==> src/rtl/uart_pkg.sv <==
// Shared definitions for the 8N1 UART: FSM state encoding and frame geometry.
// Both the RX FSM in the top and the TX engine use the same state names.
package uart_pkg;

    typedef enum logic [1:0] {
        ST_IDLE  = 2'd0,
        ST_START = 2'd1,
        ST_DATA  = 2'd2,
        ST_STOP  = 2'd3
    } uart_state_e;

    localparam int         DATA_BITS = 8;
    localparam logic [2:0] LAST_BIT  = 3'(DATA_BITS - 1);

endpackage

==> src/rtl/uart_tx_engine.sv <==
// 8N1 transmitter: accepts one byte while idle and shifts it out LSB first,
// holding every bit for BAUD_DIV clocks; tx_done marks the last stop-bit clock.
module uart_tx_engine
    import uart_pkg::*;
#(
    parameter int BAUD_DIV = 234
) (
    input  logic       clk,
    input  logic       rst,
    input  logic       enable_tx,
    input  logic [7:0] tx_data,
    output logic       uart_tx,
    output logic       tx_done
);

    localparam int            CW       = $clog2(BAUD_DIV);
    localparam logic [CW-1:0] CNT_LAST = CW'(BAUD_DIV - 1);
    localparam logic [CW-1:0] CNT_DONE = CW'(BAUD_DIV - 2);

    uart_state_e   state_r, state_s;
    logic [CW-1:0] cnt_r, cnt_s;
    logic [2:0]    bit_idx_r, bit_idx_s;
    logic [7:0]    shift_r, shift_s;
    logic          tx_r, tx_s;
    logic          done_r, done_s;

    // Next-state logic; the line level is computed for the state being entered.
    always_comb begin
        state_s   = state_r;
        cnt_s     = cnt_r;
        bit_idx_s = bit_idx_r;
        shift_s   = shift_r;
        tx_s      = tx_r;
        done_s    = 1'b0;
        case (state_r)
            ST_IDLE: begin
                cnt_s     = {CW{1'b0}};
                bit_idx_s = 3'd0;
                if (enable_tx) begin
                    shift_s = tx_data;
                    state_s = ST_START;
                    tx_s    = 1'b0;
                end else begin
                    tx_s    = 1'b1;
                end
            end
            ST_START: begin
                if (cnt_r == CNT_LAST) begin
                    cnt_s   = {CW{1'b0}};
                    state_s = ST_DATA;
                    tx_s    = shift_r[0];
                end else begin
                    cnt_s   = cnt_r + CW'(1);
                end
            end
            ST_DATA: begin
                if (cnt_r == CNT_LAST) begin
                    cnt_s = {CW{1'b0}};
                    if (bit_idx_r == LAST_BIT) begin
                        state_s = ST_STOP;
                        tx_s    = 1'b1;
                    end else begin
                        bit_idx_s = bit_idx_r + 3'd1;
                        shift_s   = {1'b0, shift_r[7:1]};
                        tx_s      = shift_r[1];
                    end
                end else begin
                    cnt_s = cnt_r + CW'(1);
                end
            end
            ST_STOP: begin
                tx_s = 1'b1;
                if (cnt_r == CNT_LAST) begin
                    cnt_s   = {CW{1'b0}};
                    state_s = ST_IDLE;
                end else begin
                    cnt_s   = cnt_r + CW'(1);
                    done_s  = (cnt_r == CNT_DONE);
                end
            end
            default: begin
                state_s = ST_IDLE;
                tx_s    = 1'b1;
            end
        endcase
    end

    // State and output registers.
    always_ff @(posedge clk) begin
        if (rst) begin
            state_r   <= ST_IDLE;
            cnt_r     <= {CW{1'b0}};
            bit_idx_r <= 3'd0;
            shift_r   <= 8'd0;
            tx_r      <= 1'b1;
            done_r    <= 1'b0;
        end else begin
            state_r   <= state_s;
            cnt_r     <= cnt_s;
            bit_idx_r <= bit_idx_s;
            shift_r   <= shift_s;
            tx_r      <= tx_s;
            done_r    <= done_s;
        end
    end

    assign uart_tx = tx_r;
    assign tx_done = done_r;

endmodule

==> src/rtl/uart.sv <==
// Board-level 8N1 UART: receiver with 2-FF synchronizer driving active-low LEDs
// from the last good byte, plus the TX engine for user-supplied bytes.
module uart
    import uart_pkg::*;
#(
    parameter int BAUD_DIV = 234
) (
    input  logic       clk,
    input  logic       rst,
    input  logic       uart_rx,
    output logic       uart_tx,
    output logic [5:0] led,
    input  logic       enable_tx,
    input  logic [7:0] tx_data,
    output logic       tx_done
);

    localparam int            CW        = $clog2(BAUD_DIV);
    localparam logic [CW-1:0] CNT_LAST  = CW'(BAUD_DIV - 1);
    localparam logic [CW-1:0] HALF_LAST = CW'(BAUD_DIV / 2 - 1);

    logic          rx_meta_r, rx_sync_r;
    uart_state_e   rx_state_r, rx_state_s;
    logic [CW-1:0] rx_cnt_r, rx_cnt_s;
    logic [2:0]    rx_bit_r, rx_bit_s;
    logic [7:0]    rx_shift_r, rx_shift_s;
    logic [5:0]    led_r, led_s;

    // RX next-state logic; every sample is taken at the middle of its bit.
    always_comb begin
        rx_state_s = rx_state_r;
        rx_cnt_s   = rx_cnt_r;
        rx_bit_s   = rx_bit_r;
        rx_shift_s = rx_shift_r;
        led_s      = led_r;
        case (rx_state_r)
            ST_IDLE: begin
                rx_cnt_s = {CW{1'b0}};
                rx_bit_s = 3'd0;
                if (!rx_sync_r) begin
                    rx_state_s = ST_START;
                end else begin
                    rx_state_s = ST_IDLE;
                end
            end
            ST_START: begin
                if (rx_cnt_r == HALF_LAST) begin
                    rx_cnt_s   = {CW{1'b0}};
                    rx_state_s = rx_sync_r ? ST_IDLE : ST_DATA;
                end else begin
                    rx_cnt_s   = rx_cnt_r + CW'(1);
                end
            end
            ST_DATA: begin
                if (rx_cnt_r == CNT_LAST) begin
                    rx_cnt_s   = {CW{1'b0}};
                    rx_shift_s = {rx_sync_r, rx_shift_r[7:1]};
                    if (rx_bit_r == LAST_BIT) begin
                        rx_state_s = ST_STOP;
                    end else begin
                        rx_bit_s   = rx_bit_r + 3'd1;
                    end
                end else begin
                    rx_cnt_s = rx_cnt_r + CW'(1);
                end
            end
            ST_STOP: begin
                if (rx_cnt_r == CNT_LAST) begin
                    rx_cnt_s   = {CW{1'b0}};
                    rx_state_s = ST_IDLE;
                    if (rx_sync_r) begin
                        led_s = ~rx_shift_r[5:0];
                    end else begin
                        led_s = led_r;
                    end
                end else begin
                    rx_cnt_s = rx_cnt_r + CW'(1);
                end
            end
            default: begin
                rx_state_s = ST_IDLE;
            end
        endcase
    end

    // Synchronizer, RX state and LED registers.
    always_ff @(posedge clk) begin
        if (rst) begin
            rx_meta_r  <= 1'b1;
            rx_sync_r  <= 1'b1;
            rx_state_r <= ST_IDLE;
            rx_cnt_r   <= {CW{1'b0}};
            rx_bit_r   <= 3'd0;
            rx_shift_r <= 8'd0;
            led_r      <= 6'b111111;
        end else begin
            rx_meta_r  <= uart_rx;
            rx_sync_r  <= rx_meta_r;
            rx_state_r <= rx_state_s;
            rx_cnt_r   <= rx_cnt_s;
            rx_bit_r   <= rx_bit_s;
            rx_shift_r <= rx_shift_s;
            led_r      <= led_s;
        end
    end

    assign led = led_r;

    uart_tx_engine #(
        .BAUD_DIV (BAUD_DIV)
    ) u_tx (
        .clk       (clk),
        .rst       (rst),
        .enable_tx (enable_tx),
        .tx_data   (tx_data),
        .uart_tx   (uart_tx),
        .tx_done   (tx_done)
    );

endmodule

==> config.mk <==
export PLATFORM = sky130hd
export DESIGN_NAME = uart
export DESIGN_NICKNAME = d
export VERILOG_FILES = /design/src/rtl/uart_pkg.sv /design/src/rtl/uart_tx_engine.sv /design/src/rtl/uart.sv
export SDC_FILE = /design/constraint.sdc
export NUM_CORES = 1
export LEC_CHECK = 0
export CAP_MARGIN = 10
export CORE_MARGIN = 10
export CORE_UTILIZATION = 48
export DETAILED_ROUTE_END_ITERATION = 8
export GPL_ROUTABILITY_DRIVEN = 0
export PLACE_DENSITY = 0.73
export SLEW_MARGIN = 20
export SYNTH_ARGS = -nofsm -noshare
export SYNTH_HDL_FRONTEND = slang
export SYNTH_SLANG_ARGS = --single-unit
==> constraint.sdc <==
create_clock -name clk -period 1.7 [get_ports clk]
set_clock_uncertainty 0.1 [all_clocks]
set_input_delay 0.51 -clock clk [delete_from_list [all_inputs] [get_ports clk]]
set_output_delay 0.51 -clock clk [all_outputs]
set_load 0.005 [all_outputs]
=== Yosys cells after proc, flatten, opt, wreduce, memory -nomap -nowiden ===
Cells that the tools add are included.

* Register bits: 52
* Memories kept: 0
* Latch bits: 0
* Memory bits (writable): 0
* Input port bits: 12
* Logic and storage cells: 90
* Bits in read-only memories: 0

* Equal/unequal tests: 23
* Multiply operators: 0
* Mux-type cells: 33
* Magnitude comparators: 0
* Shift operators: 0
* Reductions and logical operators: 15
* Bitwise logic cells: 2
* $add $sub $neg: 4
* Divide/modulo/power cells: 0

{| class="wikitable"
|+ Operators with widths
! operator !! number
|-
| $mux 8 || 6
|-
| $pmux 8 s2 || 2
|-
| $eq 8x8->1 const B || 3
|-
| $pmux 8 s3 || 1
|-
| $mux 2 || 10
|-
| $add 8x1->8 const B || 2
|-
| $pmux 2 s4 || 2
|-
| $ne 2x2->1 const B || 7
|-
| $mux 3 || 4
|-
| $pmux 3 s2 || 2
|-
| $reduce_and 3->1 || 3
|-
| $eq 2x2->1 const B || 4
|-
| $eq 8x7->1 const B || 1
|-
| $ne 2x1->1 const B || 4
|-
| $reduce_and 4->1 || 2
|-
| $add 3x1->3 const B || 2
|-
| $eq 3x3->1 const B || 2
|-
| $not 6->6 || 1
|-
| $reduce_or 3->1 || 2
|-
| $mux 1 || 5
|-
| $reduce_and 5->1 || 1
|-
| $eq 2x1->1 const B || 2
|-
| $logic_not 2->1 || 2
|-
| $pmux 1 s4 || 1
|-
| other kinds (4) || 6
|}

=== Longest topological paths before layout ===
Gate-level depths: netlist of run 1.

* Depth in word-level cells: 4
* Gate-level depth with buffers: 7
* Gate-level depth less buffers: 6

=== Modules after synthesis ===
Synthesis of run 1 repeated with hierarchy kept, for this count alone.

* Cell total of the unflattened synthesis: 263
* Area total of the unflattened synthesis: 2502.4 um2

{| class="wikitable"
|+ By module, submodules not included
! module !! cells an instance !! area an instance (um2) !! instances
|-
| uart || 135 || 1340.0 || 1
|-
| uart_tx_engine || 128 || 1162.4 || 1
|}

=== Worst setup path after synthesis of run 1 ===
Ideal clock, no wire load.

* Path kind: register to register
* Start: register u_tx.state_r[0]
* End: register u_tx.state_r[0]
* Cell stages (with the launch flop): 7
* Path buffers: 1
* Required time: 1.484 ns
* Data arrival time: 1.682 ns
* Setup time: 0.116 ns
* Slack: -0.198 ns
* Cells stage by stage: dfxtp_1 -> inv_1 -> ha_1 -> clkbuf_1 -> or3_1 -> a2111o_1 -> o211a_1

* Word-level cells in the longest chain between the ends: 3
* Elaborated cells between the ends (all ways): 11
* Classes of those cells: eq/ne (8); mux (1); reduce/logical (2)

{| class="wikitable"
|+ Ends and longest elaborated chain
! item !! RTL line !! text
|-
| from (decl) || uart_tx_engine.sv:20 || <nowiki>uart_state_e state_r, state_s;</nowiki>
|-
| from (signal assigned) || uart_tx_engine.sv:98 || <nowiki>state_r <= state_s;</nowiki>
|-
| $eq 2x2->1 (tied with other cells) || uart_tx_engine.sv:35 || <nowiki>case (state_r)</nowiki>
|-
| $ne 2x1->1 (no line) or $ne 2x2->1 (tied branches) || n/a ||
|-
| $reduce_and 5->1 (no line) || n/a ||
|}

Several ways; a longest one is shown, not always the timed one.
A chain may end at the register's enable or synchronous reset.

=== Worst setup path in the final report of run 1 ===
* Start: register u_tx.state_r[1]
* End: register u_tx.state_r[0]

The elaborated chain is that of the path after synthesis.

==> results of run 1 <==
==> final cells by class <==
cell class,instances,area share
Clock buffer,6,0.0218
Clock inverter,2,0.00414
Inverter,11,0.0132
Multi-Input combinational cell,196,0.457
Sequential cell,52,0.316
Tap cell,70,0.0264
Timing Repair Buffer,66,0.162
==> registers in the layout (all words and copies together) (netlist names), named ones only <==
name,count
rx_shift_r,8
rx_bit_r,3
u_tx.cnt_r,8
rx_state_r,1
u_tx.shift_r,8
rx_meta_r,1
u_tx.uart_tx,1
u_tx.bit_idx_r,3
u_tx.state_r,2
rx_sync_r,1
led,6
rx_cnt_r,8
u_tx.tx_done,1
==> report_power, final <==
group	internal, uW	switching, uW	leakage (uW)	total (uW)
registers	1320	86.8	0.000424	1400
logic	411	381	0.000778	792
clock network	294	414	0.0000456	708
==> cell usage after synthesis (all sizes together), types with 6 or more instances <==
cell / n
dfxtp: 52
nor2: 35
nand2: 32
ha: 15
inv: 11
a31oi: 10
mux2i: 10
xnor2: 8
a22oi: 7
clkbuf: 7
nand3: 7
nand3b: 7
nor2b: 7
a21oi: 6
mux2: 6
==> final timing paths <==
kind                                   endpoint  slack, ns
worst max register to register  u_tx.state_r[0]       0.02
worst min register to register        rx_sync_r       0.33
worst min-delay path                  rx_sync_r       0.33
worst max-delay path            u_tx.state_r[0]       0.02
==> stage by stage <==
step / TNS, ns / instance area [um2] / hold WS, ns / instances / worst slack, ns
after floorplan: -0.0345 / 2530 / 0.289 / 267 / -0.00691
after global placement: -3.00 / 3110 / 0.294 / 393 / -0.153
after detailed placement: -4.24 / 3110 / 0.295 / 393 / -0.201
after CTS: -0.00279 / 3240 / 0.336 / 403 / -0.00279
after global routing: -0.270 / 3320 / 0.370 / 403 / -0.0683
final: 0 / 3320 / 0.331 / 403 / 0.0232
==> critical path, stage by stage (launching register included) <==
cell and delay, ns:
dfxtp_2 0.35, buf_6 0.12, ha_4 0.15, or3_4 0.38, a2111o_1 0.37, o211a_1 0.11
==> per-layer routing <==
layer  vias to the layer above  share of wire  GRT usage
met5                         -              0          0
met4                         0          0.013     0.0463
met3                         5          0.033     0.0391
met2                        16           0.48      0.206
met1                       968           0.48      0.141
li1                       1069              -          -
==> logic make-up (layout without fill, tap and decap cells) <==
group | Yosys count | in the layout | share of synthesized area
fa+ha+maj | 15 | 15 | 0.0755
mux | 16 | 16 | 0.0674
simple gates | 116 | 116 | 0.263
flops | 52 | 52 | 0.419
compound gates | 37 | 37 | 0.104
buf+inv | 19 | 85 | 0.0292
xor+xnor | 12 | 12 | 0.0423
==> what timing repair did <==
item	CTS	global route
pin swaps	6	10
gates cloned	0	0
resized for setup	19	18
endpoints found under the hold margin	0	0
hold buffers	0	0
setup buffers	2	0
setup endpoints to repair	21	32
==> run metrics, run 1 <==
outcome completed; HPWL after DPL 3640 um; # port buffers 19; max_cap viols 0; first-pass GRT wire length 8740 um; vias in the first global route 2068; fin crit share 0.986; number of flops mapped to enable cells by yosys 0; Cell variety after synth 44; DR pass1 iterations 4; worst-margin pin slew 0.463 ns; final slew viol count 0; #FFs+latches synth 52; Ports 20; LEAKAGE around 0.0012 uW; Cells after Synth 267; Worst Hold Depth 1; largest net degree at the start of global routing 18; clock slew seen by the registers of the worst setup and hold paths ~0.10 ns; H-tree levels 2; Finish-stage setup viols 0; crit path capture type flip-flop; TritonCTS clock tree yes; Mapped Nets 294; most frequent cells in the layout dfxtp_1, buf_4, nor2_1; worst r2r src u_tx.state_r[1]; via count 2058; Antenna Violating Nets Remaining 0; Yosys Warn Count 0; Total Power 2900 uW; top post-synthesis cells by area dfxtp_1, ha_1, nor2_1, nand2_1, mux2i_1; worst-path fanout max 3; Clock Tree Buf Depth 2; Horiz. Die Dim 92.0 um; Die ar. between 0.008 and 0.009 mm2; Hold Crit Start rx_meta_r; initial antenna violation count 0; Mean Syn Cell Area between 9 and 10 um2; Clock Latency Late Sink 0.31 ns; WL per Instance 12.6 um; # rows 26; Setup crit start kind flip-flop; Peak VDD IR 591 uV; Seq/Total Area, Yosys 0.419; fillers 435; cell accounting for the most synthesized area dfxtp_1; Max Clock Freq 596 MHz; Root Buffer clkbuf_8; critical path arrival 1.79 ns; Initial Util 0.490; Final #Nets 359; top_reg_cell synth dfxtp_1; routed wire length approximately 5100 um; gr usage total 0.122; grt total ovfl 0; Critical path origin u_tx.state_r[1]; hold crit path type reg -> reg; share of the synthesized area in the top cell type 0.419; Post-Syn Area 0.00249 mm2; Setup CP Type reg -> reg; Sequential Area 0.00105 mm2; Die H ~92 um; ys async rst share 0; R2R depth 5; min Tclk post-route about 1.7 ns; synthesis-to-finish area growth 33.6%; final hold vios 0; area of the multi-input gates 0.00152 mm2; Initial DRC Count 94; core area 0.00507 mm2; total CTS buffers 5; diodes inserted 0; Sink Count 52; # DRC 0; via density per instance 5.11; worst path required time 1.82 ns; Rel. slew slack 0.691; share of post-route cells with drive strength above 1 0.297; RSZ-0062 raised after global routing yes; final cell utilization of the core 0.655; pwr dens 874 mW/mm2
Power figures use the tool's default switching activity.
==> inputs of run 2 (changes only) <==
--- a/config.mk
+++ b/config.mk
@@ -8,6 +8,7 @@
 export CAP_MARGIN = 10
 export CORE_MARGIN = 10
 export CORE_UTILIZATION = 48
+export CTS_BUF_LIST = sky130_fd_sc_hd__clkbuf_8
 export DETAILED_ROUTE_END_ITERATION = 8
 export GPL_ROUTABILITY_DRIVEN = 0
 export PLACE_DENSITY = 0.73
==> constraint.sdc (replaced) <==
create_clock -name clk -period 1.4 [get_ports clk]
set_clock_uncertainty 0.1 [all_clocks]
set_input_delay 0.42 -clock clk [delete_from_list [all_inputs] [get_ports clk]]
set_output_delay 0.42 -clock clk [all_outputs]
set_load 0.005 [all_outputs]
==> run 2 against run 1 <==
Global-route usage up 1.0 points. Cell count up 5.5%. Maximum frequency shrank 1.3%. Cell area grew 15%. Worst hold slack lost 0.0065 ns. First-iteration DRC count rose by 24%. Flip-flop and latch count is the same. Wire length grew 26%. The flow now finishes with violations (setup timing). Setup slack worse by 0.32 ns. Die area did not move. Critical endpoint unchanged.
==> run metrics, run 2 (synthesis gave the netlist of run 1 again) <==
HPWL after DPL 3900 um (+7.3%); Seq pwr share 0.449 (-0.034); worst-path fanout max 4 (+1); critical path arrival 1.80 ns (about the same); Total Power 3860 uW (+33%); Psw 1250 uW (+42%); # rows 26 (unchanged); Initial DRC Count 117 (+24%); max_cap viols 0 (unchanged); # port buffers 19 (unchanged); switching power share of the total 0.323 (+0.0193); share of post-route cells with drive strength above 1 0.470 (+0.173); outcome finished, violations left; fin crit share 1.21 (+0.228); first-pass GRT wire length 9480 um (+8.4%); final hold vios 0 (unchanged); Comb pwr share 0.324 (+0.051); Peak VDD IR 925 uV (+57%); Clock Latency Late Sink 0.30 ns (about the same); pwr dens 1010 mW/mm2 (+16%); post-cts hold buffer count 0 (unchanged); gr usage total 0.132 (+0.0100); Die ar. 0.00846 mm2 (unchanged); Finish-stage setup viols 50 (+50); Setup WS post-layout -0.300 ns (-0.323 ns); Final #Nets 381 (+6.1%); Clock Power Share 0.227 (-0.017); Final Cell Area 0.00382 mm2 (+15%); Internal 2620 uW (+29%); Initial Util 0.490 (unchanged); failing checks setup timing; clock slew seen by the registers of the worst setup and hold paths 0.10 ns (about the same); Rel. slew slack 0.775 (+0.0835); # DRC 0 (unchanged); worst path required time 1.50 ns (-0.32 ns); hold crit path type reg -> reg; via density per instance 5.24 (+2.6%); crit path capture type flip-flop; commonest non-fill, non-tap cell in the layout buf_4; Max Clock Freq 588 MHz (-1.3%); diodes inserted 0 (unchanged); final slew viol count 0 (unchanged); TritonCTS clock tree yes; Setup crit start kind flip-flop; Antenna Violating Nets Remaining 0 (unchanged); worst-margin pin slew 0.335 ns (-0.128 ns); most frequent cells in the layout buf_4, dfxtp_1, nor2_1; Die H 92.0 um (unchanged); via count 2226 (+8.2%); Clock Tree Buf Depth 2 (unchanged); Ports 20 (unchanged); total CTS buffers 5 (unchanged); RSZ-0062 raised after global routing yes; Root Buffer clkbuf_8; final cell utilization of the core 0.754 (+0.0989); largest net degree at the start of global routing 19 (+1); DR pass1 iterations 4 (unchanged); H-tree levels 2 (unchanged); Cell Area, Placed 0.00332 mm2 (+6.7%); Setup CP Type reg -> reg; Sink Count 52 (unchanged); min Tclk post-route 1.70 ns (+0.0229 ns); LEAKAGE 0.00146 uW (+17%); core area 0.00507 mm2 (unchanged); WL per Instance 15.0 um (+19%); routed wire length 6380 um (+26%); synthesis-to-finish area growth 53.8%; Horiz. Die Dim 92.0 um (unchanged); initial antenna violation count 0 (unchanged); vias in the first global route 2230 (+7.8%); grt total ovfl 0 (unchanged)
-- run 2: worst max-delay path, stage by stage (launching register included) --
cell	delay [ns]
dfxtp_4	0.39
ha_1	0.23
or3_4	0.39
a2111o_1	0.37
o211a_1	0.13
-- run 2: timing repair --
item / 4_1_cts / 5_1_grt
setup endpoints to repair: 57 / 56
pin swaps: 32 / 17
hold endpoints to repair: 0 / 0
buffers inserted: 10 / 4
gates resized for setup: 72 / 40
-- run 2: path summary, 6_finish.rpt --
check                                startpoint               to  slack, ns  depth (start not counted)
worst max-delay path            u_tx.state_r[0]  u_tx.state_r[0]      -0.30                          4
worst min-delay path                  rx_meta_r        rx_sync_r       0.32                          1
worst min register to register        rx_meta_r        rx_sync_r       0.32                          1
worst max register to register  u_tx.state_r[0]  u_tx.state_r[0]      -0.30                          4
-- run 2: cell type report --
type	instances	area (um2)
inverter	11	48.8
sequential	52	1070
clock inverter	3	25.0
tap	70	87.6
multi-input combinational	196	1790
timing repair buffer	88	736
fill	348	1250
clock buffer	5	68.8
-- run 2: per-stage QoR --
stage                     setup slack [ns]  setup TNS, ns  hold slack (ns)  std cells
final                               -0.300          -7.43            0.325        425
after CTS                           -0.267          -6.80            0.328        422
after detailed placement            -0.419         -13.35            0.306        406
after floorplan                     -0.299          -5.40            0.289        267
after global routing                -0.350         -11.29            0.350        425
after global placement              -0.364         -12.21            0.299        406
-- run 2: layer usage --
layer  routed length [um]  global-route usage
met2                 3530               0.252
met1                 2500               0.136
met3                  244              0.0359
met5                    0                   0
met4                  108              0.0411
-- run 2: power groups by stage --
stage / sequential, uW / combinational, uW / clock [uW]
detailed placement: 1710 / 832 / 0
finish: 1730 / 1250 / 877
floorplan: 1710 / 488 / 0
global route: 1750 / 1330 / 985
global placement: 1710 / 816 / 0
CTS: 1700 / 1010 / 915
==> inputs of run 3 (changes only) <==
--- a/config.mk
+++ b/config.mk
@@ -9,8 +9,10 @@
 export CORE_MARGIN = 10
 export CORE_UTILIZATION = 48
 export CTS_BUF_LIST = sky130_fd_sc_hd__clkbuf_8
+export CTS_CLUSTER_DIAMETER = 50
 export DETAILED_ROUTE_END_ITERATION = 8
 export GPL_ROUTABILITY_DRIVEN = 0
+export GPL_TIMING_DRIVEN = 0
 export PLACE_DENSITY = 0.73
 export SLEW_MARGIN = 20
 export SYNTH_ARGS = -nofsm -noshare
==> run 3 against run 2 <==
The flow still finishes with violations (setup timing). Cell count down 10%. Setup slack worse by 0.0091 ns. Sequential share of layout area rose by 4.2 points.
==> run metrics, run 3 (synthesis gave the netlist of run 1 again) <==
Setup CP Type reg -> reg; Clock Tree Buf Depth 2 (unchanged); diodes inserted 0 (unchanged); Initial Util 0.490 (unchanged); final cell utilization of the core 0.657 (-0.0966); worst-margin pin slew 0.473 ns (+0.138 ns); Seq pwr share 0.484 (+0.035); core area 0.00507 mm2 (unchanged); via density per instance 5.35 (+2.1%); Finish-stage setup viols 41 (-18%); Setup crit start kind flip-flop; Sink Count 52 (unchanged); routed wire length 5300 um (-17%); fillers 405 (+16%); total CTS buffers 5 (unchanged); initial antenna violation count 0 (unchanged); critical path arrival 1.82 ns (+0.02 ns); vias in the first global route 2043 (-8.4%); Clock Latency Late Sink 0.31 ns (about the same); R2R depth 5 (+1); clock slew seen by the registers of the worst setup and hold paths 0.10 ns (about the same); # DRC 0 (unchanged); Comb pwr share 0.262 (-0.062); # port buffers 18 (-1); switching power share of the total 0.317 (-0.00623); Die H 92.0 um (unchanged); Post-Place Worst Slack -0.616 ns (-0.196 ns); Max Clock Freq 585 MHz (-0.53%); worst hold slack 0.321 ns (-0.00377 ns); share of post-route cells with drive strength above 1 0.365 (-0.105); Antenna Violating Nets Remaining 0 (unchanged); final slew viol count 0 (unchanged); Final #Nets 338 (-11%); final hold vios 0 (unchanged); WL per Instance 13.9 um (-7.7%); Setup WS post-layout -0.309 ns (-0.00908 ns); Psw 1130 uW (-9.7%); Peak VDD IR 771 uV (-17%); failing checks setup timing; DR pass1 iterations 4 (unchanged); Horiz. Die Dim 92.0 um (unchanged); commonest non-fill, non-tap cell in the layout dfxtp_1; worst-path fanout max 4 (unchanged); first-pass GRT wire length 8980 um (-5.2%); TritonCTS clock tree yes; hold crit path type reg -> reg; fin crit share 1.22 (+0.00648); min Tclk post-route 1.71 ns (+0.00908 ns); max_cap viols 0 (unchanged); Total Power 3560 uW (-7.9%); Initial DRC Count 55 (-53%); H-tree levels 2 (unchanged); crit path capture type flip-flop; gr usage total 0.126 (-0.00654); most frequent cells in the layout dfxtp_1, nand2_1, nor2_1; Die ar. 0.00846 mm2 (unchanged); via count 2043 (-8.2%); Rel. slew slack 0.685 (-0.0898); Ports 20 (unchanged); Internal 2430 uW (-7.1%); Setup TNS Final -6.70 ns (+0.729 ns); HPWL after DPL 3380 um (-13%); pwr dens 1070 mW/mm2 (+5.6%); grt total ovfl 0 (unchanged); outcome finished, violations left; synthesis-to-finish area growth 34.1%; largest net degree at the start of global routing 19 (unchanged); RSZ-0062 raised after global routing yes; # rows 26 (unchanged); worst path required time 1.52 ns (+0.02 ns); post-cts hold buffer count 0 (unchanged); Root Buffer clkbuf_8; LEAKAGE 0.00121 uW (-17%); Clock Power Share 0.254 (+0.027); Worst Hold Depth 1 (unchanged)
## run 3: final timing paths
kind | slack [ns] | end | from
min reg2reg | 0.32 | rx_sync_r | rx_meta_r
min | 0.32 | rx_sync_r | rx_meta_r
max | -0.31 | u_tx.state_r[0] | u_tx.state_r[1]
max reg2reg | -0.31 | u_tx.state_r[0] | u_tx.state_r[1]
## run 3: per-stage QoR
step	std cells	instance area, um2
after floorplan	267	2620
after global placement	355	2890
after detailed placement	355	2890
after CTS	379	3310
after global routing	382	3330
final	382	3330
## run 3: power groups by stage
stage	Sequential [uW]	Combinational (uW)	Clock [uW]
after floorplan	1710	488	0
after global placement	1720	641	0
after detailed placement	1730	644	0
after CTS	1720	845	936
after global routing	1740	1030	986
final	1720	934	903
## run 3: worst max-delay path, stage by stage, from the launching register on
cell and delay (ns):
dfxtp_4 0.41, inv_4 0.06, ha_4 0.16, or3_4 0.40, a2111o_1 0.37, o211a_1 0.12
## run 3: metal layers
layer	global-route usage	vias up	wire length [um]	part of all wire
met5	0	-	0	0
met4	0.0630	0	149	0.028
met3	0.0302	12	169	0.032
met2	0.220	33	2750	0.52
met1	0.139	982	2230	0.42
li1	-	1016	-	-
## run 3: layout make-up
type / instances / area [um2] / share of cell area
Multi-Input combinational cell: 196 / 1680 / 0.503
Sequential cell: 52 / 1070 / 0.322
Timing Repair Buffer: 38 / 314 / 0.0942
Tap cell: 70 / 87.6 / 0.0263
Clock buffer: 5 / 68.8 / 0.0206
Inverter: 11 / 46.3 / 0.0139
Buffer: 7 / 40.0 / 0.0120
Clock inverter: 3 / 26.3 / 0.00788
## run 3: repair_timing
| item | CTS | global route |
|---|---|---|
| buffers inserted | 17 | 4 |
| setup endpoints to repair | 57 | 57 |
| gates resized for setup | 70 | 21 |
| hold endpoints to repair | 0 | 0 |
| pin swaps | 29 | 15 |
